==> config.mk <==
export PLATFORM = sky130hd
export DESIGN_NAME = cursor_ctrl_flat
export DESIGN_NICKNAME = d
export VERILOG_FILES = /design/src/rtl/chess_defs.sv /design/src/rtl/cursor_ctrl_if.sv /design/src/rtl/btn_repeat.sv /design/src/rtl/cursor_ctrl.sv /design/src/flat_wrapper.sv
export SDC_FILE = /design/constraint.sdc
export NUM_CORES = 1
export LEC_CHECK = 0
export BUFFER_PORTS_ARGS = -buffer_cell sky130_fd_sc_hd__buf_2
export CAP_MARGIN = 20
export CORE_ASPECT_RATIO = 0.75
export CORE_MARGIN = 3
export CORE_UTILIZATION = 40
export DETAILED_ROUTE_END_ITERATION = 10
export PLACE_DENSITY = 0.63
export SYNTH_ARGS = -nofsm -noshare
export SYNTH_HDL_FRONTEND = slang
export SYNTH_SLANG_ARGS = --single-unit
==> constraint.sdc <==
create_clock -name CLK -period 9.1 [get_ports CLK]
set_input_delay 0.455 -clock CLK [delete_from_list [all_inputs] [get_ports CLK]]
set_output_delay 0.455 -clock CLK [all_outputs]
set_load 0.03 [all_outputs]
==> src/rtl/chess_defs.sv <==
// Shared chess board definitions: default board geometry, cursor FSM states
// and the piece/colour codes used by the game logic.
package chess_defs;

  localparam int DEF_COLS   = 8;
  localparam int DEF_ROWS   = 8;
  localparam int DEF_ADDR_W = 6;

  typedef enum logic [1:0] {
    IDLE     = 2'd0,
    SELECTED = 2'd1,
    REQUEST  = 2'd2
  } sel_state_e;

  localparam logic [2:0] PIECE_EMPTY  = 3'd0;
  localparam logic [2:0] PIECE_PAWN   = 3'd1;
  localparam logic [2:0] PIECE_KNIGHT = 3'd2;
  localparam logic [2:0] PIECE_BISHOP = 3'd3;
  localparam logic [2:0] PIECE_ROOK   = 3'd4;
  localparam logic [2:0] PIECE_QUEEN  = 3'd5;
  localparam logic [2:0] PIECE_KING   = 3'd6;

  localparam logic COLOR_WHITE = 1'b0;
  localparam logic COLOR_BLACK = 1'b1;

  // Hold-counter width that covers both the first delay and the repeat period.
  function automatic int cnt_width(int delay, int rate);
    int m;
    m = (delay > rate) ? delay : rate;
    return (m < 1) ? 1 : $clog2(m + 1);
  endfunction

endpackage

==> src/rtl/cursor_ctrl_if.sv <==
// Move request handshake between the cursor controller (master) and game logic.
interface cursor_ctrl_if #(parameter int ADDR_W = chess_defs::DEF_ADDR_W);
  logic              move_valid;
  logic              move_ready;
  logic [ADDR_W-1:0] move_from;
  logic [ADDR_W-1:0] move_to;

  modport master (output move_valid, move_from, move_to, input move_ready);
  modport slave  (input move_valid, move_from, move_to, output move_ready);
endinterface

==> src/rtl/btn_repeat.sv <==
// Press-edge detector with hold-to-repeat; emits a single-cycle step pulse per
// press and per repeat interval while the button remains the active direction.
module btn_repeat
  import chess_defs::*;
#(
  parameter int REPEAT_DELAY = 0,
  parameter int REPEAT_RATE  = 1
) (
  input  logic CLK,
  input  logic RESET,
  input  logic btn,
  input  logic enable,
  input  logic active,
  output logic step
);
  localparam int CNT_W = cnt_width(REPEAT_DELAY, REPEAT_RATE);

  logic             prev_q;
  logic [CNT_W-1:0] cnt_q, cnt_d;
  logic             rep_q, rep_d;
  logic             press;
  logic             fire;

  assign press = btn & ~prev_q;
  assign step  = enable & (press | fire);

  // NOTE: every variable assigned here gets a default first, so no path leaves it holding state (no latch).
  always_comb begin
    cnt_d = '0;
    rep_d = 1'b0;
    fire  = 1'b0;
    if (REPEAT_DELAY != 0 && enable && active && btn) begin
      if (press) begin
        cnt_d = CNT_W'(1);
      end else if ((!rep_q && cnt_q == CNT_W'(REPEAT_DELAY)) ||
                   ( rep_q && cnt_q == CNT_W'(REPEAT_RATE))) begin
        fire  = 1'b1;
        rep_d = 1'b1;
        cnt_d = CNT_W'(1);
      end else begin
        cnt_d = cnt_q + CNT_W'(1);
        rep_d = rep_q;
      end
    end
  end

  // NOTE: sequential state uses non-blocking assignments so all flops update together at the edge.
  // prev resets high so a button held through reset release is not a press.
  always_ff @(posedge CLK or negedge RESET) begin
    if (!RESET) begin
      prev_q <= 1'b1;
      cnt_q  <= '0;
      rep_q  <= 1'b0;
    end else begin
      prev_q <= btn;
      cnt_q  <= cnt_d;
      rep_q  <= rep_d;
    end
  end
endmodule

==> src/rtl/cursor_ctrl.sv <==
// Board cursor, square selection and move-request generator driven by the five
// debounced push-buttons; feeds game_logic's move validation.
module cursor_ctrl
  import chess_defs::*;
#(
  parameter int COLS         = DEF_COLS,
  parameter int ROWS         = DEF_ROWS,
  parameter int ADDR_W       = DEF_ADDR_W,
  parameter int WRAP         = 0,
  parameter int REPEAT_DELAY = 25000000,
  parameter int REPEAT_RATE  = 5000000,
  parameter int INIT_ROW     = 6,
  parameter int INIT_COL     = 4
) (
  input  logic              CLK,
  input  logic              RESET,
  input  logic              BtnU,
  input  logic              BtnD,
  input  logic              BtnL,
  input  logic              BtnR,
  input  logic              BtnC,
  cursor_ctrl_if.master     move_if,
  output logic [ADDR_W-1:0] cursor_addr,
  output logic [ADDR_W-1:0] selected_addr,
  output logic              hilite_selected_square
);
  localparam int ROW_W = $clog2(ROWS);
  localparam int COL_W = $clog2(COLS);

  sel_state_e        state_q;
  logic [ROW_W-1:0]  row_q, row_d;
  logic [COL_W-1:0]  col_q, col_d;
  logic [ADDR_W-1:0] sel_q, from_q, to_q;
  logic              hil_q, mv_q;
  logic [3:0]        btn_dir, active, step;
  logic              c_press;
  logic              frozen;

  assign btn_dir = {BtnR, BtnL, BtnD, BtnU};
  assign frozen  = (state_q == REQUEST);

  // Only the highest-priority held direction may accumulate hold time.
  always_comb begin
    active = 4'b0000;
    if      (BtnU) active[0] = 1'b1;
    else if (BtnD) active[1] = 1'b1;
    else if (BtnL) active[2] = 1'b1;
    else if (BtnR) active[3] = 1'b1;
  end

  for (genvar i = 0; i < 4; i++) begin : g_dir
    btn_repeat #(.REPEAT_DELAY(REPEAT_DELAY), .REPEAT_RATE(REPEAT_RATE)) u_dir (
      .CLK(CLK), .RESET(RESET), .btn(btn_dir[i]), .enable(!frozen),
      .active(active[i]), .step(step[i])
    );
  end

  btn_repeat #(.REPEAT_DELAY(0), .REPEAT_RATE(1)) u_center (
    .CLK(CLK), .RESET(RESET), .btn(BtnC), .enable(1'b1),
    .active(1'b0), .step(c_press)
  );

  always_comb begin
    row_d = row_q;
    col_d = col_q;
    if (step[0]) begin
      if (row_q == '0) row_d = (WRAP != 0) ? ROW_W'(ROWS - 1) : row_q;
      else             row_d = row_q - ROW_W'(1);
    end else if (step[1]) begin
      if (row_q == ROW_W'(ROWS - 1)) row_d = (WRAP != 0) ? '0 : row_q;
      else                           row_d = row_q + ROW_W'(1);
    end else if (step[2]) begin
      if (col_q == '0) col_d = (WRAP != 0) ? COL_W'(COLS - 1) : col_q;
      else             col_d = col_q - COL_W'(1);
    end else if (step[3]) begin
      if (col_q == COL_W'(COLS - 1)) col_d = (WRAP != 0) ? '0 : col_q;
      else                           col_d = col_q + COL_W'(1);
    end
  end

  always_ff @(posedge CLK or negedge RESET) begin
    if (!RESET) begin
      row_q <= ROW_W'(INIT_ROW);
      col_q <= COL_W'(INIT_COL);
    end else begin
      row_q <= row_d;
      col_q <= col_d;
    end
  end

  assign cursor_addr = ADDR_W'(int'(row_q) * COLS + int'(col_q));

  // The FSM sees the pre-step cursor when C and a direction arrive together.
  always_ff @(posedge CLK or negedge RESET) begin
    if (!RESET) begin
      state_q <= IDLE;
      sel_q   <= '0;
      hil_q   <= 1'b0;
      mv_q    <= 1'b0;
      from_q  <= '0;
      to_q    <= '0;
    end else begin
      case (state_q)
        IDLE: if (c_press) begin
          sel_q   <= cursor_addr;
          hil_q   <= 1'b1;
          state_q <= SELECTED;
        end
        SELECTED: if (c_press) begin
          if (cursor_addr == sel_q) begin
            hil_q   <= 1'b0;
            state_q <= IDLE;
          end else begin
            from_q  <= sel_q;
            to_q    <= cursor_addr;
            mv_q    <= 1'b1;
            state_q <= REQUEST;
          end
        end
        REQUEST: if (mv_q && move_if.move_ready) begin
          mv_q    <= 1'b0;
          hil_q   <= 1'b0;
          state_q <= IDLE;
        end
        default: state_q <= IDLE;
      endcase
    end
  end

  assign selected_addr          = sel_q;
  assign hilite_selected_square = hil_q;
  assign move_if.move_valid     = mv_q;
  assign move_if.move_from      = from_q;
  assign move_if.move_to        = to_q;
endmodule

==> src/flat_wrapper.sv <==
// flat-port wrapper written by rule: the top's interface ports become plain ports
module cursor_ctrl_flat import chess_defs::*;
#(
  parameter int COLS         = DEF_COLS,
  parameter int ROWS         = DEF_ROWS,
  parameter int ADDR_W       = DEF_ADDR_W,
  parameter int WRAP         = 0,
  parameter int REPEAT_DELAY = 25000000,
  parameter int REPEAT_RATE  = 5000000,
  parameter int INIT_ROW     = 6,
  parameter int INIT_COL     = 4
)
  (CLK, RESET, BtnU, BtnD, BtnL, BtnR, BtnC, cursor_addr, selected_addr, hilite_selected_square, move_if_move_valid, move_if_move_from, move_if_move_to, move_if_move_ready);
  cursor_ctrl_if #(.ADDR_W(ADDR_W)) move_if_i ();
  input  logic CLK;
  input  logic RESET;
  input  logic BtnU;
  input  logic BtnD;
  input  logic BtnL;
  input  logic BtnR;
  input  logic BtnC;
  output logic [ADDR_W-1:0] cursor_addr;
  output logic [ADDR_W-1:0] selected_addr;
  output logic hilite_selected_square;
  output wire logic [$bits(move_if_i.move_valid)-1:0] move_if_move_valid;
  output wire logic [$bits(move_if_i.move_from)-1:0] move_if_move_from;
  output wire logic [$bits(move_if_i.move_to)-1:0] move_if_move_to;
  input wire logic [$bits(move_if_i.move_ready)-1:0] move_if_move_ready;
  assign move_if_move_valid = move_if_i.move_valid;
  assign move_if_move_from = move_if_i.move_from;
  assign move_if_move_to = move_if_i.move_to;
  assign move_if_i.move_ready = move_if_move_ready;
  cursor_ctrl #(.COLS(COLS), .ROWS(ROWS), .ADDR_W(ADDR_W), .WRAP(WRAP), .REPEAT_DELAY(REPEAT_DELAY), .REPEAT_RATE(REPEAT_RATE), .INIT_ROW(INIT_ROW), .INIT_COL(INIT_COL)) u_core (.CLK(CLK), .RESET(RESET), .BtnU(BtnU), .BtnD(BtnD), .BtnL(BtnL), .BtnR(BtnR), .BtnC(BtnC), .move_if(move_if_i), .cursor_addr(cursor_addr), .selected_addr(selected_addr), .hilite_selected_square(hilite_selected_square));
endmodule
==> results.cfg, run 1 <==
[synth]
avgSynthCellArea_um2 = 9.98
synth_top_family_by_area = simple AND/OR/NAND/NOR gates
synth_xor_xnor_area_share = 0.124
synthSimpleGateAreaFrac = 0.261
synth_top_area_frac = 0.459
synth_nets = 727
synthArstFlopShare = 1.00
synth_edf_count = 0
ys_ff_latch = 137
synthMuxAreaShare = 0.0173
synth_area_leader_cell = dfrtp_1
synth_warnings = 0
synthAdderAreaFrac = 0.0270
syn-instance-count = 705
synth_area_leaders = dfrtp_1, xor2_1, nor2_1
synth_flop_cell = dfrtp_1
ys_seq_area_frac = 0.489
yosysUniqueCellTypes = 71
synth_area_um2 = 7040
synth_compound_area_frac = 0.0546

[sta]
period_needed_ps = 3070
slew_headroom = 0.361
worst-slew-pin-transition_ps = 959
finalMaxSlewViolations = 0
setup_violations = 0
finalSetupTns_ps = 0
period_share = 0.337
skew_ps = 11.8
max_freq_mhz = 326
rsz0062_at_grt = false
hold_viol = 0

[routing]
vias = 5143
dr.first_iter.drc_count = 382
drtPass1Iterations = 6
wl_um = 15100
vias_per_cell = 5.19
drtAntennaViolNets = 0
route.detailed.drc = 0
wire_per_inst_um = 15.3

[global_routing]
grt_max_degree = 78
grt_pass1_wl_um = 25900
grt_use_met2 = 0.245
grt_usage = 0.166
grtUsageMet3 = 0.0409
grt_pass1_vias = 5175
antenna_found_initial = 0
grt_overflow = 0
grt_util_met1 = 0.238
gr-max-usage-layer = met2

[clock_network]
root_buffer = clkbuf_16
cts_resized = 0
cts_tree = done
insertion_delay_ps = 430
clock_sinks = 137
cts_setup_buffers = 0
clk_pin_slew_ps = 60
hold_buffers = 0
clock_path_buffers = 2
numCtsBuffers = 17
htreeDepth = 4

[cells_and_area]
drive_gt1_frac = 0.131
final_area_um2 = 7990
n_fill_cell = 1592
layout_common_cells = dfrtp_1, nor2_1, xor2_1
mostFrequentLayoutCell = dfrtp_1
antenna_cells = 0
multi_input_area_um2 = 3410
fin_util = 0.469
layout.nets = 764
regArea_um2 = 3440
area_growth_pct = 13.6

[critical_path]
end_kind = register
worstReg2RegEnd = u_core.col_q[2]
r2r_start = u_core.g_dir[2].u_dir.cnt_q[3]
reg2reg_slack_ps = 6030
path_max_fanout = 6
reg2reg_depth = 10
cpMostUsedCell = nand3_1
cp.required_ps = 9450
crit_chain = or4b_4, nor4_4, o211ai_2, and2_2, fa_1, nand3_1, o2111a_1, nand3_1, a2111oi_4, xor2_1
critPathKind = reg -> reg
cp_slowest_cell = or4b_4
slowest_delay_ps = 570
startpoint_type = register
arrival_ps = 3410

[power_and_ir_drop]
power.density_nw_per_um2 = 229
clockPowerShare = 0.357
p_total_uw = 1830
seqPwrFrac = 0.413
p_switching_uw = 620
combinationalPowerShare = 0.230
p_int_uw = 1210
ir_drop_mv = 0.219
leakage_uw = 0.00329
sw_frac_of_total = 0.338

[floorplan]
die_area_um2 = 19200
start_util = 0.413
die_w_um = 159
die_height_um = 121
core_um2 = 17000
num_rows = 41
io-pin-count = 34

[place]
place_area_um2 = 7430
port_buffers = 33
gp_congestion = 0.816
hpwl_um = 10400

[job]
cap_violations = 0

[min_path]
hold_class = in -> async

[run_status]
status = completed
[critical path, delay by kind of cell (launching register included)]
family / cells / cell delay (ps)
AO/OA/AOI/OAI: 3 / 580
AND/OR/NAND/NOR: 5 / 1380
adder cells (fa/ha/maj): 1 / 420
flip-flops: 1 / 440
XOR/XNOR: 1 / 170
[per-layer routing]
metal,wire (µm),vias to the layer above
li1,-,2505
met1,7530,2494
met2,6710,131
met3,755,13
met4,148,0
met5,0,-
[Yosys cell counts, types with 10 or more instances]
| master | n |
|---|---|
| xnor2_1 | 42 |
| nand3_1 | 39 |
| nand4_1 | 23 |
| nor3_1 | 10 |
| nand2_1 | 56 |
| dfrtp_1 | 129 |
| nor2_1 | 126 |
| and3_1 | 16 |
| o21ai_0 | 13 |
| and4_1 | 10 |
| ha_1 | 12 |
| inv_1 | 30 |
| xor2_1 | 58 |
[registers in the layout, indices dropped and copies added, names as in the netlist]
| name | cells |
|---|---|
| u_core.selected_addr | 6 |
| u_core.move_if.move_to | 6 |
| u_core.g_dir.u_dir.cnt_q | 100 |
| u_core.hilite_selected_square | 1 |
| u_core.state_q | 2 |
| u_core.move_if.move_from | 6 |
| u_core.row_q | 3 |
| u_core.col_q | 3 |
| u_core.u_center.prev_q | 1 |
| u_core.g_dir.u_dir.rep_q | 4 |
| u_core.move_if.move_valid | 1 |
| u_core.g_dir.u_dir.prev_q | 4 |
[cell families after synthesis]
logic type / count (synthesis)
AND/OR/NAND/NOR: 347
AO/OA/AOI/OAI: 50
adder cells (fa/ha/maj): 14
XOR/XNOR: 100
buffers and inverters: 46
flip-flops: 137
multiplexers: 11
[how the worst max path moves through the flow]
stage	start	end	slack (ps)
after detailed placement	u_core.g_dir[2].u_dir.cnt_q[2]	u_core.col_q[2]	6060
after global placement	u_core.g_dir[2].u_dir.cnt_q[2]	u_core.col_q[2]	6110
after global routing	u_core.g_dir[0].u_dir.cnt_q[0]	u_core.row_q[1]	5780
final	u_core.g_dir[2].u_dir.cnt_q[3]	u_core.col_q[2]	6030
after floorplan	u_core.g_dir[2].u_dir.cnt_q[3]	u_core.col_q[2]	6240
after CTS	u_core.g_dir[2].u_dir.cnt_q[2]	u_core.col_q[2]	6040
[area by class of cell]
| cell class | count | area share |
|---|---|---|
| Timing Repair Buffer | 34 | 0.0224 |
| Tap cell | 236 | 0.0370 |
| Sequential cell | 137 | 0.430 |
| Multi-Input combinational cell | 522 | 0.427 |
| Inverter | 30 | 0.0141 |
| Clock inverter | 12 | 0.0125 |
| Clock buffer | 20 | 0.0571 |
[through the flow]
step                std cells  hold WS, ps  setup WS [ps]
floorplan                 705          159           6240
CTS                       991         30.3           6040
detailed placement        959          483           6060
global route              991         58.3           5780
global placement          959          471           6110
finish                    991         10.8           6030
[power by group through the flow]
stage | clock (µW) | sequential [µW] | combinational (µW)
after floorplan | 0 | 855 | 196
after global placement | 0 | 761 | 413
after detailed placement | 0 | 764 | 423
after CTS | 671 | 755 | 425
after global routing | 697 | 767 | 467
final | 654 | 757 | 421
Power figures use the tool's default switching activity.
==> inputs of run 2 (changes only) <==
Clock period 9.1 ns to 3.2 ns, I/O delays scaled along.
==> results.cfg, run 2 (synthesis gave the netlist of run 1 again) <==
[floorplan]
die_w_um = 159
num_rows = 41
die_area_um2 = 19200
start_util = 0.413
die_height_um = 121
io-pin-count = 34
core_um2 = 17000

[routing]
wire_per_inst_um = 14.9
vias = 5242
vias_per_cell = 5.21
drtAntennaViolNets = 0
wl_um = 15000
route.detailed.drc = 0
dr.first_iter.drc_count = 432
drtPass1Iterations = 5

[global_routing]
grt_overflow = 0
grt_pass1_wl_um = 25900
grt_pass1_vias = 5188
grt_max_degree = 62
antenna_found_initial = 0
grt_usage = 0.165

[cells_and_area]
largest-register = u_core.g_dir.u_dir.cnt_q
largest_reg_flops = 100
layout_common_cells = dfrtp_1, nor2_1, xor2_1
drive_gt1_frac = 0.139
area_growth_pct = 16.1
antenna_cells = 0
mostFrequentLayoutCell = dfrtp_1
layout.nets = 780

[sta]
finalSetupTns_ps = 0
rsz0062_at_grt = false
skew_ps = 14.1
setup_violations = 0
finalMaxSlewViolations = 0
slew_headroom = 0.415
hold_viol = 0
worst-slew-pin-transition_ps = 877
period_share = 0.955
period_needed_ps = 3050
max_freq_mhz = 327

[min_path]
hold_class = in -> reg

[clock_network]
clock_sinks = 137
htreeDepth = 4
clk_pin_slew_ps = 60
cts_tree = done
cts_resized = 0
clock_path_buffers = 2
cts_setup_buffers = 0
insertion_delay_ps = 420
numCtsBuffers = 17
root_buffer = clkbuf_16

[power_and_ir_drop]
power.density_nw_per_um2 = 652
ir_drop_mv = 0.601
leakage_uw = 0.00338
p_total_uw = 5320

[job]
cap_violations = 0

[critical_path]
critical_path.top_delay_family = simple AND/OR/NAND/NOR gates
slowest_delay_ps = 600
cpMostUsedCell = nand3_1
path_max_fanout = 5
critPathKind = reg -> reg
startpoint_type = register
end_kind = register
arrival_ps = 3400
cp.required_ps = 3550
critPathBufInv = 0
cp_slowest_cell = or4b_1
crit_chain = or4b_1, nor4_4, o211ai_2, and2_2, fa_1, nand3_1, o2111a_1, nand3_1, a2111oi_4, xor2_1

[run_status]
status = completed

[place]
gp_congestion = 0.843
hpwl_um = 10500
port_buffers = 33
-- run 2: layout make-up --
| type | instances | area (µm²) |
|---|---|---|
| Fill cell | 1608 | 8860 |
| Multi-Input combinational cell | 522 | 3410 |
| Timing Repair Buffer | 50 | 327 |
| Sequential cell | 137 | 3440 |
| Inverter | 30 | 113 |
| Tap cell | 236 | 295 |
| Clock inverter | 8 | 95.1 |
| Clock buffer | 24 | 492 |
-- run 2: final timing paths --
check | start | to | slack, ps | cells after the start
min in group asynchronous | RESET | u_core.g_dir[3].u_dir.cnt_q[11] | 300 | 2
worst min register to register | u_core.g_dir[0].u_dir.prev_q | u_core.g_dir[0].u_dir.rep_q | 500 | 1
worst max-delay path | u_core.g_dir[2].u_dir.cnt_q[4] | u_core.col_q[2] | 150 | 10
worst min-delay path | move_if_move_ready | u_core.state_q[0] | 150 | 3
worst max register to register | u_core.g_dir[2].u_dir.cnt_q[4] | u_core.col_q[2] | 150 | 10
max in group asynchronous | RESET | u_core.g_dir[1].u_dir.prev_q | 2150 | 3
-- run 2: stage by stage --
step,hold WS (ps),setup slack (ps),cells,utilization,instance area (µm²)
5_1_grt,149,24.3,1007,0.480,8170
2_1_floorplan,-136,340,705,-,7040
6_report,146,145,1007,0.480,8170
4_1_cts,112,132,1007,0.480,8170
3_3_place_gp,176,242,969,0.442,7520
3_5_place_dp,188,168,969,0.442,7520
-- run 2: worst register-to-register path: stages, from the launching register on --
cell and delay (ps):
dfrtp_1 420, or4b_1 600, nor4_4 310, o211ai_2 180, and2_2 230, fa_1 420
nand3_1 100, o2111a_1 190, nand3_1 120, a2111oi_4 220, xor2_1 190
-- run 2: where the power goes --
part / internal, µW / switching [µW] / total (µW)
registers: 1940 / 218 / 2150
clock network: 1220 / 721 / 1940
logic: 429 / 797 / 1230
-- run 2: timing repair --
action,in CTS,in global routing
hold endpoints to repair,60,0
endpoints found under the setup margin,0,0
hold buffers,6,0
-- run 2: routing by layer --
metal	routed length, µm	global-route usage
met4	140	0.0492
met3	643	0.0457
met5	0	0
met1	7640	0.237
met2	6610	0.245
==> inputs of run 3 (changes only) <==
Settings changed: CORE_UTILIZATION 40 to 55, PLACE_DENSITY 0.63 to 0.8.
==> results.cfg, run 3 (synthesis gave the netlist of run 1 again) <==
[sta]
slew_headroom = 0.422
period_needed_ps = 3050
skew_ps = 7.90
rsz0062_at_grt = false
finalSetupTns_ps = 0
max_freq_mhz = 328
setup_violations = 0
finalMaxSlewViolations = 0
fin_ws_ps = 148
period_share = 0.954
worst-slew-pin-transition_ps = 867
hold_viol = 0

[power_and_ir_drop]
clockPowerShare = 0.355
sw_frac_of_total = 0.344
leakage_uw = 0.00335
power.density_nw_per_um2 = 654
seqPwrFrac = 0.408
combinationalPowerShare = 0.237
p_total_uw = 5260
p_int_uw = 3450
ir_drop_mv = 0.595
p_switching_uw = 1810

[cells_and_area]
fin_cells = 935
antenna_cells = 0
n_fill_cell = 978
mostFrequentLayoutCell = dfrtp_1
multi_input_area_um2 = 3410
fin_util = 0.649
largest_reg_flops = 100
largest-register = u_core.g_dir.u_dir.cnt_q
regArea_um2 = 3440
drive_gt1_frac = 0.139
area_growth_pct = 14.3
layout_common_cells = dfrtp_1, nor2_1, xor2_1
layout.nets = 778

[min_path]
worstHoldEndpoint = u_core.state_q[0]
whs_path_depth = 3
hp-start = move_if_move_ready
hold_class = in -> reg

[critical_path]
reg2reg_depth = 10
end_kind = register
critical_path.top_delay_family = simple AND/OR/NAND/NOR gates
worstReg2RegEnd = u_core.col_q[2]
crit_chain = or4b_4, nor4_4, o211ai_2, and2_2, fa_1, nand3_1, o2111a_1, nand3_1, a2111oi_4, xor2_1
r2r_start = u_core.g_dir[2].u_dir.cnt_q[10]
startpoint_type = register
critPathBufInv = 0
critPathLaunch = u_core.g_dir[2].u_dir.cnt_q[10]
path_max_fanout = 5
cp_slowest_cell = or4b_4
slowest_delay_ps = 560
cp.required_ps = 3550
arrival_ps = 3400
cpMostUsedCell = nand3_1
reg2reg_slack_ps = 150
critPathKind = reg -> reg

[clock_network]
hold_buffers = 6
clk_pin_slew_ps = 60
numCtsBuffers = 17
htreeDepth = 4
insertion_delay_ps = 420
clock_sinks = 137
cts_tree = done
cts_resized = 0
root_buffer = clkbuf_16
clock_path_buffers = 2
cts_setup_buffers = 0

[routing]
wl_um = 15200
vias = 5322
wire_per_inst_um = 16.2
drtAntennaViolNets = 0
drtPass1Iterations = 4
vias_per_cell = 5.69
route.detailed.drc = 0
dr.first_iter.drc_count = 299

[place]
numPlacedInstances = 897
pre_cts_slack_ps = 164
hpwl_um = 10400
port_buffers = 33
gp_congestion = 0.850

[floorplan]
die_area_um2 = 14200
die_w_um = 137
die_height_um = 104
io-pin-count = 34
core_um2 = 12400
num_rows = 35
start_util = 0.568

[global_routing]
grt_pass1_vias = 5406
antenna_found_initial = 0
grt_pass1_wl_um = 26200
grt_max_degree = 75
grt_overflow = 0
grt_usage = 0.227

[run_status]
status = completed

[job]
cap_violations = 0
==> run 3: cell types whose count changed in the layout (fill, tap and decap cells not counted) <==
cell / before / now
buf_4: 10 / 8
bufinv_16: 2 / 1
clkbuf_1: 3 / 1
clkbuf_8: 4 / 1
clkinv_2: 4 / 2
clkinv_4: 0 / 3
clkinvlp_4: 2 / 5
inv_6: 0 / 2
==> run 3: final cells by class <==
type                    instances  area share
clock inverters                13      0.0151
clock buffers                  19      0.0551
flip-flops and latches        137       0.427
multi-input cells             522       0.424
inverters                      30      0.0140
repair buffers                 48      0.0387
well taps                     166      0.0258
==> run 3: power groups by stage <==
stage | sequential [µW] | clock [µW] | combinational, µW
floorplan | 2430 | 0 | 557
global placement | 2160 | 0 | 1200
detailed placement | 2170 | 0 | 1230
CTS | 2140 | 1900 | 1250
global route | 2170 | 1980 | 1360
finish | 2150 | 1870 | 1250
==> run 3: how the worst max path moves through the flow <==
stage	to	slack, ps	cells after the start
after floorplan	u_core.col_q[2]	340	10
after global placement	u_core.col_q[2]	250	10
after detailed placement	u_core.col_q[2]	160	10
after CTS	u_core.col_q[2]	150	10
after global routing	u_core.col_q[2]	5	10
final	u_core.col_q[2]	150	10
==> run 3: per-stage QoR <==
step | cell area, µm² | hold WS, ps
2_1_floorplan | 7040 | -136
4_1_cts | 8040 | 123
3_5_place_dp | 7420 | 236
6_report | 8040 | 148
5_1_grt | 8040 | 241
3_3_place_gp | 7420 | 220
==> run 3: per-layer routing <==
| layer | part of all wire | vias up | routed length [µm] | global-route usage |
|---|---|---|---|---|
| met5 | 0 | - | 0 | 0 |
| met4 | 0.016 | 0 | 240 | 0.0791 |
| met3 | 0.040 | 25 | 603 | 0.0455 |
| met2 | 0.47 | 120 | 7110 | 0.353 |
| met1 | 0.48 | 2653 | 7230 | 0.319 |
| li1 | - | 2524 | - | - |
==> run 3: tightest hold or removal path: cells and delay by family <==
| family | cells | cell delay [ps] |
|---|---|---|
| buffers and inverters | 1 | 70 |
| AO/OA/AOI/OAI | 2 | 290 |
